===== src/rtl/mem_access_ctrl_pkg.sv =====
// Shared encodings for the EX/MEM memory-access stage: memop codes, exception
// codes and byte-enable patterns.
package mem_access_ctrl_pkg;

  typedef enum logic [3:0] {
    MemNone = 4'd0,
    MemLb   = 4'd1,
    MemLbu  = 4'd2,
    MemLh   = 4'd3,
    MemLhu  = 4'd4,
    MemLw   = 4'd5,
    MemSb   = 4'd6,
    MemSh   = 4'd7,
    MemSw   = 4'd8
  } memop_e;

  localparam logic [4:0] EXC_ADEL = 5'd4;
  localparam logic [4:0] EXC_ADES = 5'd5;

  localparam logic [3:0] BeNone     = 4'b0000;
  localparam logic [3:0] BeByte0    = 4'b0001;
  localparam logic [3:0] BeLowHalf  = 4'b0011;
  localparam logic [3:0] BeHighHalf = 4'b1100;
  localparam logic [3:0] BeWord     = 4'b1111;

endpackage


===== src/rtl/mem_access_ctrl_be_decode.sv =====
// Combinational decode of a memop and the low address bits into byte enables,
// load/store class, unsigned flag and alignment fault.
module mem_be_decode
  import mem_access_ctrl_pkg::*;
(
  input  logic [3:0] memop_i,
  input  logic [1:0] addr_lo_i,
  output logic [3:0] be_o,
  output logic       u_o,
  output logic       is_load_o,
  output logic       is_store_o,
  output logic       misalign_o
);

  always_comb begin
    be_o       = BeNone;
    u_o        = 1'b0;
    is_load_o  = 1'b0;
    is_store_o = 1'b0;
    misalign_o = 1'b0;
    case (memop_i)
      MemLb, MemLbu, MemSb: begin
        be_o = BeByte0 << addr_lo_i;
      end
      MemLh, MemLhu, MemSh: begin
        be_o       = addr_lo_i[1] ? BeHighHalf : BeLowHalf;
        misalign_o = addr_lo_i[0];
      end
      MemLw, MemSw: begin
        be_o       = BeWord;
        misalign_o = |addr_lo_i;
      end
      default: ;
    endcase
    // Opcodes 9-15 fall through as "none" and never assert either class.
    is_load_o  = (memop_i >= 4'(MemLb)) && (memop_i <= 4'(MemLw));
    is_store_o = (memop_i >= 4'(MemSb)) && (memop_i <= 4'(MemSw));
    u_o        = (memop_i == 4'(MemLbu)) || (memop_i == 4'(MemLhu));
  end

endmodule


===== src/rtl/mem_access_ctrl.sv =====
// EX/MEM pipeline register driving the data memory, with address-error
// detection, a held AdEL/AdES request and single-write guarantee for stalled stores.
module mem_access_ctrl
  import mem_access_ctrl_pkg::*;
#(
  parameter int unsigned DM_WORDS = 24
) (
  input  logic        clk,
  input  logic        rst,
  input  logic        stall,
  input  logic        flush,
  input  logic        ex_valid,
  input  logic [3:0]  ex_memop,
  input  logic [31:0] ex_alu_result,
  input  logic [31:0] ex_rt_data,
  input  logic [31:0] ex_pc,
  input  logic [4:0]  ex_rd,
  input  logic        ex_regwrite,
  output logic [29:0] dm_addr,
  output logic [3:0]  dm_be,
  output logic        dm_u,
  output logic [31:0] dm_din,
  output logic        dm_read,
  output logic        dm_wr,
  output logic        mem_valid,
  output logic [31:0] mem_alu_result,
  output logic [4:0]  mem_rd,
  output logic        mem_regwrite,
  output logic        mem_is_load,
  output logic        exc_req,
  output logic [4:0]  exc_code,
  output logic [31:0] exc_badvaddr,
  output logic [31:0] exc_epc,
  input  logic        exc_ack
);

  localparam logic [29:0] DmWordsW = 30'(DM_WORDS);

  logic        valid_q, valid_d;
  logic [3:0]  memop_q, memop_d;
  logic [31:0] alu_q, alu_d;
  logic [31:0] rt_q, rt_d;
  logic [31:0] pc_q, pc_d;
  logic [4:0]  rd_q, rd_d;
  logic        regwrite_q, regwrite_d;
  logic        store_done_q, store_done_d;
  logic        exc_req_q, exc_req_d;
  logic [4:0]  exc_code_q, exc_code_d;
  logic [31:0] exc_badvaddr_q, exc_badvaddr_d;
  logic [31:0] exc_epc_q, exc_epc_d;

  logic [3:0] be;
  logic       u, is_load, is_store, misalign, err;

  mem_be_decode u_be_decode (
    .memop_i    (memop_q),
    .addr_lo_i  (alu_q[1:0]),
    .be_o       (be),
    .u_o        (u),
    .is_load_o  (is_load),
    .is_store_o (is_store),
    .misalign_o (misalign)
  );

  assign err = (is_load | is_store) & (misalign | (alu_q[31:2] >= DmWordsW));

  always_comb begin
    dm_addr        = alu_q[31:2];
    dm_din         = rt_q;
    dm_u           = valid_q & u;
    dm_read        = valid_q & is_load & ~err & ~exc_req_q;
    // A store still sitting in MEM when reset arrives must not write.
    dm_wr          = valid_q & is_store & ~err & ~exc_req_q & ~store_done_q & ~rst;
    dm_be          = (dm_read | dm_wr) ? be : BeNone;
    mem_valid      = valid_q;
    mem_alu_result = alu_q;
    mem_rd         = rd_q;
    mem_regwrite   = regwrite_q & valid_q & ~err;
    mem_is_load    = valid_q & is_load;
    exc_req        = exc_req_q;
    exc_code       = exc_code_q;
    exc_badvaddr   = exc_badvaddr_q;
    exc_epc        = exc_epc_q;
  end

  always_comb begin
    valid_d    = valid_q;
    memop_d    = memop_q;
    alu_d      = alu_q;
    rt_d       = rt_q;
    pc_d       = pc_q;
    rd_d       = rd_q;
    regwrite_d = regwrite_q;
    if (flush) begin
      valid_d = 1'b0;
      memop_d = 4'(MemNone);
    end else if (!stall) begin
      valid_d    = ex_valid;
      memop_d    = ex_memop;
      alu_d      = ex_alu_result;
      rt_d       = ex_rt_data;
      pc_d       = ex_pc;
      rd_d       = ex_rd;
      regwrite_d = ex_regwrite;
    end
    store_done_d = (stall && !flush) ? (store_done_q | dm_wr) : 1'b0;
  end

  // Ack wins over a coincident new error; a still-resident fault re-latches later.
  always_comb begin
    exc_req_d      = exc_req_q;
    exc_code_d     = exc_code_q;
    exc_badvaddr_d = exc_badvaddr_q;
    exc_epc_d      = exc_epc_q;
    if (exc_req_q) begin
      if (exc_ack) exc_req_d = 1'b0;
    end else if (valid_q && err && !exc_ack) begin
      exc_req_d      = 1'b1;
      exc_code_d     = is_store ? EXC_ADES : EXC_ADEL;
      exc_badvaddr_d = alu_q;
      exc_epc_d      = pc_q;
    end
  end

  always_ff @(posedge clk) begin
    if (rst) begin
      valid_q        <= 1'b0;
      memop_q        <= 4'(MemNone);
      alu_q          <= '0;
      rt_q           <= '0;
      pc_q           <= '0;
      rd_q           <= '0;
      regwrite_q     <= 1'b0;
      store_done_q   <= 1'b0;
      exc_req_q      <= 1'b0;
      exc_code_q     <= '0;
      exc_badvaddr_q <= '0;
      exc_epc_q      <= '0;
    end else begin
      valid_q        <= valid_d;
      memop_q        <= memop_d;
      alu_q          <= alu_d;
      rt_q           <= rt_d;
      pc_q           <= pc_d;
      rd_q           <= rd_d;
      regwrite_q     <= regwrite_d;
      store_done_q   <= store_done_d;
      exc_req_q      <= exc_req_d;
      exc_code_q     <= exc_code_d;
      exc_badvaddr_q <= exc_badvaddr_d;
      exc_epc_q      <= exc_epc_d;
    end
  end

endmodule


===== config.mk =====
export PLATFORM = sky130hd
export DESIGN_NAME = mem_access_ctrl
export DESIGN_NICKNAME = d
export VERILOG_FILES = /design/src/rtl/mem_access_ctrl_pkg.sv /design/src/rtl/mem_access_ctrl_be_decode.sv /design/src/rtl/mem_access_ctrl.sv
export SDC_FILE = /design/constraint.sdc
export NUM_CORES = 1
export LEC_CHECK = 0
export CAP_MARGIN = 20
export CORE_MARGIN = 2
export CORE_UTILIZATION = 44
export CTS_CLUSTER_DIAMETER = 30
export DETAILED_ROUTE_END_ITERATION = 10
export MAX_ROUTING_LAYER = met4
export PLACE_DENSITY = 0.86
export SLEW_MARGIN = 20
export SYNTH_ARGS = -nofsm -noshare
export SYNTH_HDL_FRONTEND = slang
export SYNTH_SLANG_ARGS = --single-unit

===== constraint.sdc =====
create_clock -name clk -period 2.25 [get_ports clk]
set_input_delay 0.3375 -clock clk [delete_from_list [all_inputs] [get_ports clk]]
set_output_delay 0.3375 -clock clk [all_outputs]
set_load 0.05 [all_outputs]

==> impl_metrics.sql <==
INSERT INTO impl_metrics (metric_group, metric, value, unit) VALUES
('run_status', 'run_status', 'complete, but fails checks', ''),
('run_status', 'violations', 'negative setup slack', ''),
('die', 'die_boundary_height', '133', 'um'),
('timing', 'setup_ws', '-349', 'ps'),
('placed_design', 'routability_congestion_estimate_from_global_placement', '0.823', ''),
('yosys', 'synth-edff-count', '0', ''),
('timing', 'rsz0062_at_grt', 'yes', ''),
('power', 'leakagePower', '3.89', 'nW'),
('yosys', 'syn_avg_cell_area', '8.61', 'um^2'),
('setup_path', 'timing_worst_setup_path_type', 'flop to primary output', ''),
('setup_path', 'cp_max_fanout', '7', ''),
('timing', 'finalSetupViolations', '7', ''),
('die', 'start_util', '0.445', ''),
('worst_hold_path', 'worstHoldPathType', 'flop to flop', ''),
('yosys', 'most_used_flip_flop_cell_after_synthesis', 'sky130_fd_sc_hd__dfxtp_1', ''),
('yosys', 'synth-seq-area-share', '0.480', ''),
('route', 'route.detailed.wl_per_inst', '15.4', 'um'),
('yosys', 'synth_top_cell_area_share', '0.480', ''),
('yosys', 'post-synth-top-area-cell', 'sky130_fd_sc_hd__dfxtp_1', ''),
('timing', 'timing.final.hold_violations', '0', ''),
('timing', 'clock.fmax', '0.385', 'GHz'),
('timing', 'worst-slew-pin-transition', '929', 'ps'),
('yosys', 'post_synth_and_or_nand_nor_area_fraction', '0.256', ''),
('yosys', 'syn_warnings', '0', ''),
('setup_path', 'timing.critical_path.arrival', '2260', 'ps'),
('yosys', 'synthXorXnorAreaFrac', '0.00240', ''),
('cts', 'holdBufCountCts', '0', ''),
('cts', 'cts.htree.levels', '4', ''),
('route', 'wl', '20600', 'um'),
('yosys', 'gate_count_of_the_mapped_netlist', '848', ''),
('timing', 'final_period_minus_worst_setup_slack', '2600', 'ps'),
('yosys', 'synth-async-reset-ratio', '0', ''),
('route', 'dr.first_iter.drc_count', '338', ''),
('placed_design', 'detailed_place.area', '0.0105', 'mm^2'),
('power', 'max-vdd-ir-drop', '554', 'uV'),
('setup_path', 'setup.worst_path.end_class', 'primary output', ''),
('route', 'post_drt_via_cell_ratio', '4.87', ''),
('timing', 'max-slew-margin-rel', '0.381', ''),
('global_route', 'antenna_found_initial', '1', ''),
('placed_design', 'port_buffers', '287', ''),
('yosys', 'fraction_of_synthesized_area_in_multiplexers', '0.0975', ''),
('die', 'fp.dieW', '133', 'um'),
('yosys', 'syn-cell-area', '0.00730', 'mm^2'),
('global_route', 'grt_remaining_overflow', '0', ''),
('route', 'drc', '0', ''),
('setup_path', 'required', '1910', 'ps'),
('global_route', 'grt_max_degree', '238', ''),
('power', 'power_consumption', '7.26', 'mW'),
('cells_and_area', 'area_delta_synth_final', '53.1', '%'),
('yosys', 'synth_compound_area_frac', '0.0862', ''),
('yosys', 'ys_types', '35', ''),
('cts', 'cts_tree', 'done', ''),
('yosys', 'main_combinational_cell_family_by_area_after_synthesis', 'simple AND/OR/NAND/NOR gates', ''),
('route', 'postRouteAntennaNets', '0', ''),
('cells_and_area', 'final_util', '0.681', ''),
('cts', 'clock_sinks', '175', ''),
('placed_design', 'dp.final_hpwl', '14400', 'um'),
('cts', 'clock_insertion_delay_worst_skew', '420', 'ps'),
('route', 'drt_first_pass_iters', '4', ''),
('timing', 'fin_crit_sh', '1.16', ''),
('cts', 'ctsLongestPathBuffers', '2', ''),
('die', 'io-pin-count', '291', ''),
('yosys', 'flip_flop_and_latch_count_after_synthesis', '175', ''),
('die', 'full_die_area', '0.0176', 'mm^2'),
('cts', 'cts.reportedPaths.clkPinSlew', '60', 'ps'),
('cts', 'clk_root_buffer_cell', 'sky130_fd_sc_hd__clkbuf_16', ''),
('global_route', 'grt_pass1_vias', '6246', ''),
('die', 'rows', '47', ''),
('global_route', 'wire_length_of_the_first_global_routing_pass', '31800', 'um'),
('power', 'p_per_area', '649', 'mW/mm^2'),
('cells_and_area', 'final_layout_size_suffix_gt1_frac', '0.112', '');
==> final cells by class <==
| class | instances | area [um^2] |
|---|---|---|
| Tap cell | 220 | 275 |
| Clock buffer | 19 | 454 |
| Timing Repair Buffer | 327 | 3380 |
| Sequential cell | 175 | 3550 |
| Clock inverter | 13 | 124 |
| Multi-Input combinational cell | 581 | 3390 |
| Antenna cell | 1 | 2.50 |
| Fill cell | 1282 | 5230 |
| Inverter | 1 | 3.75 |
==> per-layer routing <==
metal  share of wire  GRT usage
met5               0          -
met4           0.022     0.0777
met3           0.060     0.0651
met2            0.51      0.405
met1            0.40      0.260
==> what timing repair did <==
action                                  CTS  global route
pin swaps                                 6             6
endpoints found under the setup margin    7             7
buffers inserted                          1             4
resized for setup                         4             9
==> through the flow <==
step / TNS [ps] / hold WS, ps / setup slack [ps] / cells
after floorplan: -2140 / 437 / -374 / 850
after global placement: 0 / 436 / 22.9 / 1301
after detailed placement: -33.0 / 446 / -25.1 / 1301
after CTS: -2380 / 439 / -400 / 1333
after global routing: -2800 / 444 / -462 / 1337
final: -2020 / 449 / -349 / 1337
==> cells in the final DEF, fill, tap and decap left out, types with 2 or more instances in the layout <==
cell type,instances
sky130_fd_sc_hd__nor3b_2,2
sky130_fd_sc_hd__nand4_1,2
sky130_fd_sc_hd__nand4b_1,2
sky130_fd_sc_hd__xnor2_1,2
sky130_fd_sc_hd__buf_6,2
sky130_fd_sc_hd__nand2b_1,128
sky130_fd_sc_hd__or2b_1,2
sky130_fd_sc_hd__o21ai_0,6
sky130_fd_sc_hd__o31ai_1,2
sky130_fd_sc_hd__a21o_1,2
sky130_fd_sc_hd__nand2_1,209
sky130_fd_sc_hd__buf_4,30
sky130_fd_sc_hd__nor4_4,4
sky130_fd_sc_hd__dfxtp_1,151
sky130_fd_sc_hd__clkdlybuf4s50_1,277
sky130_fd_sc_hd__clkbuf_16,18
sky130_fd_sc_hd__conb_1,3
sky130_fd_sc_hd__inv_6,5
sky130_fd_sc_hd__buf_12,18
sky130_fd_sc_hd__nor3_4,4
sky130_fd_sc_hd__nand3_1,3
sky130_fd_sc_hd__dfxtp_2,18
sky130_fd_sc_hd__clkinv_4,2
sky130_fd_sc_hd__nor2_1,12
sky130_fd_sc_hd__nor3_2,3
sky130_fd_sc_hd__a21oi_1,108
sky130_fd_sc_hd__clkinvlp_4,3
sky130_fd_sc_hd__dfxtp_4,6
sky130_fd_sc_hd__clkinv_2,2
sky130_fd_sc_hd__nor2b_1,2
sky130_fd_sc_hd__mux2i_1,70
==> critical path, cell delays in order, from the launching register on <==
cell                       delay (ps)
sky130_fd_sc_hd__dfxtp_4          360
sky130_fd_sc_hd__nor4_4           300
sky130_fd_sc_hd__nand4_1          180
sky130_fd_sc_hd__nor3_4           250
sky130_fd_sc_hd__nand4b_1         140
sky130_fd_sc_hd__buf_6            170
sky130_fd_sc_hd__nor4b_4          270
sky130_fd_sc_hd__buf_12           180
==> cells by family after synthesis <==
logic type	after synthesis
AND/OR/NAND/NOR	383
XOR/XNOR	2
AO/OA/AOI/OAI	122
other	1
buffers and inverters	94
multiplexers	71
flip-flops	175
==> where the power goes <==
group	switching [mW]	internal (mW)	total (mW)
Combinational	0.628	0.487	1.12
Sequential	0.0627	3.18	3.25
Clock	1.29	1.61	2.89
==> flip-flops by register name (all words and copies together), names as in the netlist, 2 cells and up <==
register / flops
exc_badvaddr: 32
memop_q: 4
exc_code: 2
pc_q: 32
dm_din: 32
mem_alu_result: 32
mem_rd: 5
exc_epc: 32
==> final timing paths <==
check	endpoint	start	slack, ps	cells past startpoint
setup / recovery	dm_read	mem_alu_result[11]$_SDFFE_PP0P_	-350	7
hold / removal	exc_code[2]$_SDFFE_PP0P_	exc_code[2]$_SDFFE_PP0P_	450	2
setup reg to reg	exc_badvaddr[2]$_SDFFE_PP0P_	memop_q[3]$_SDFFE_PP0N_	270	8
hold reg to reg	exc_code[2]$_SDFFE_PP0P_	exc_code[2]$_SDFFE_PP0P_	450	2
Power figures use the tool's default switching activity.
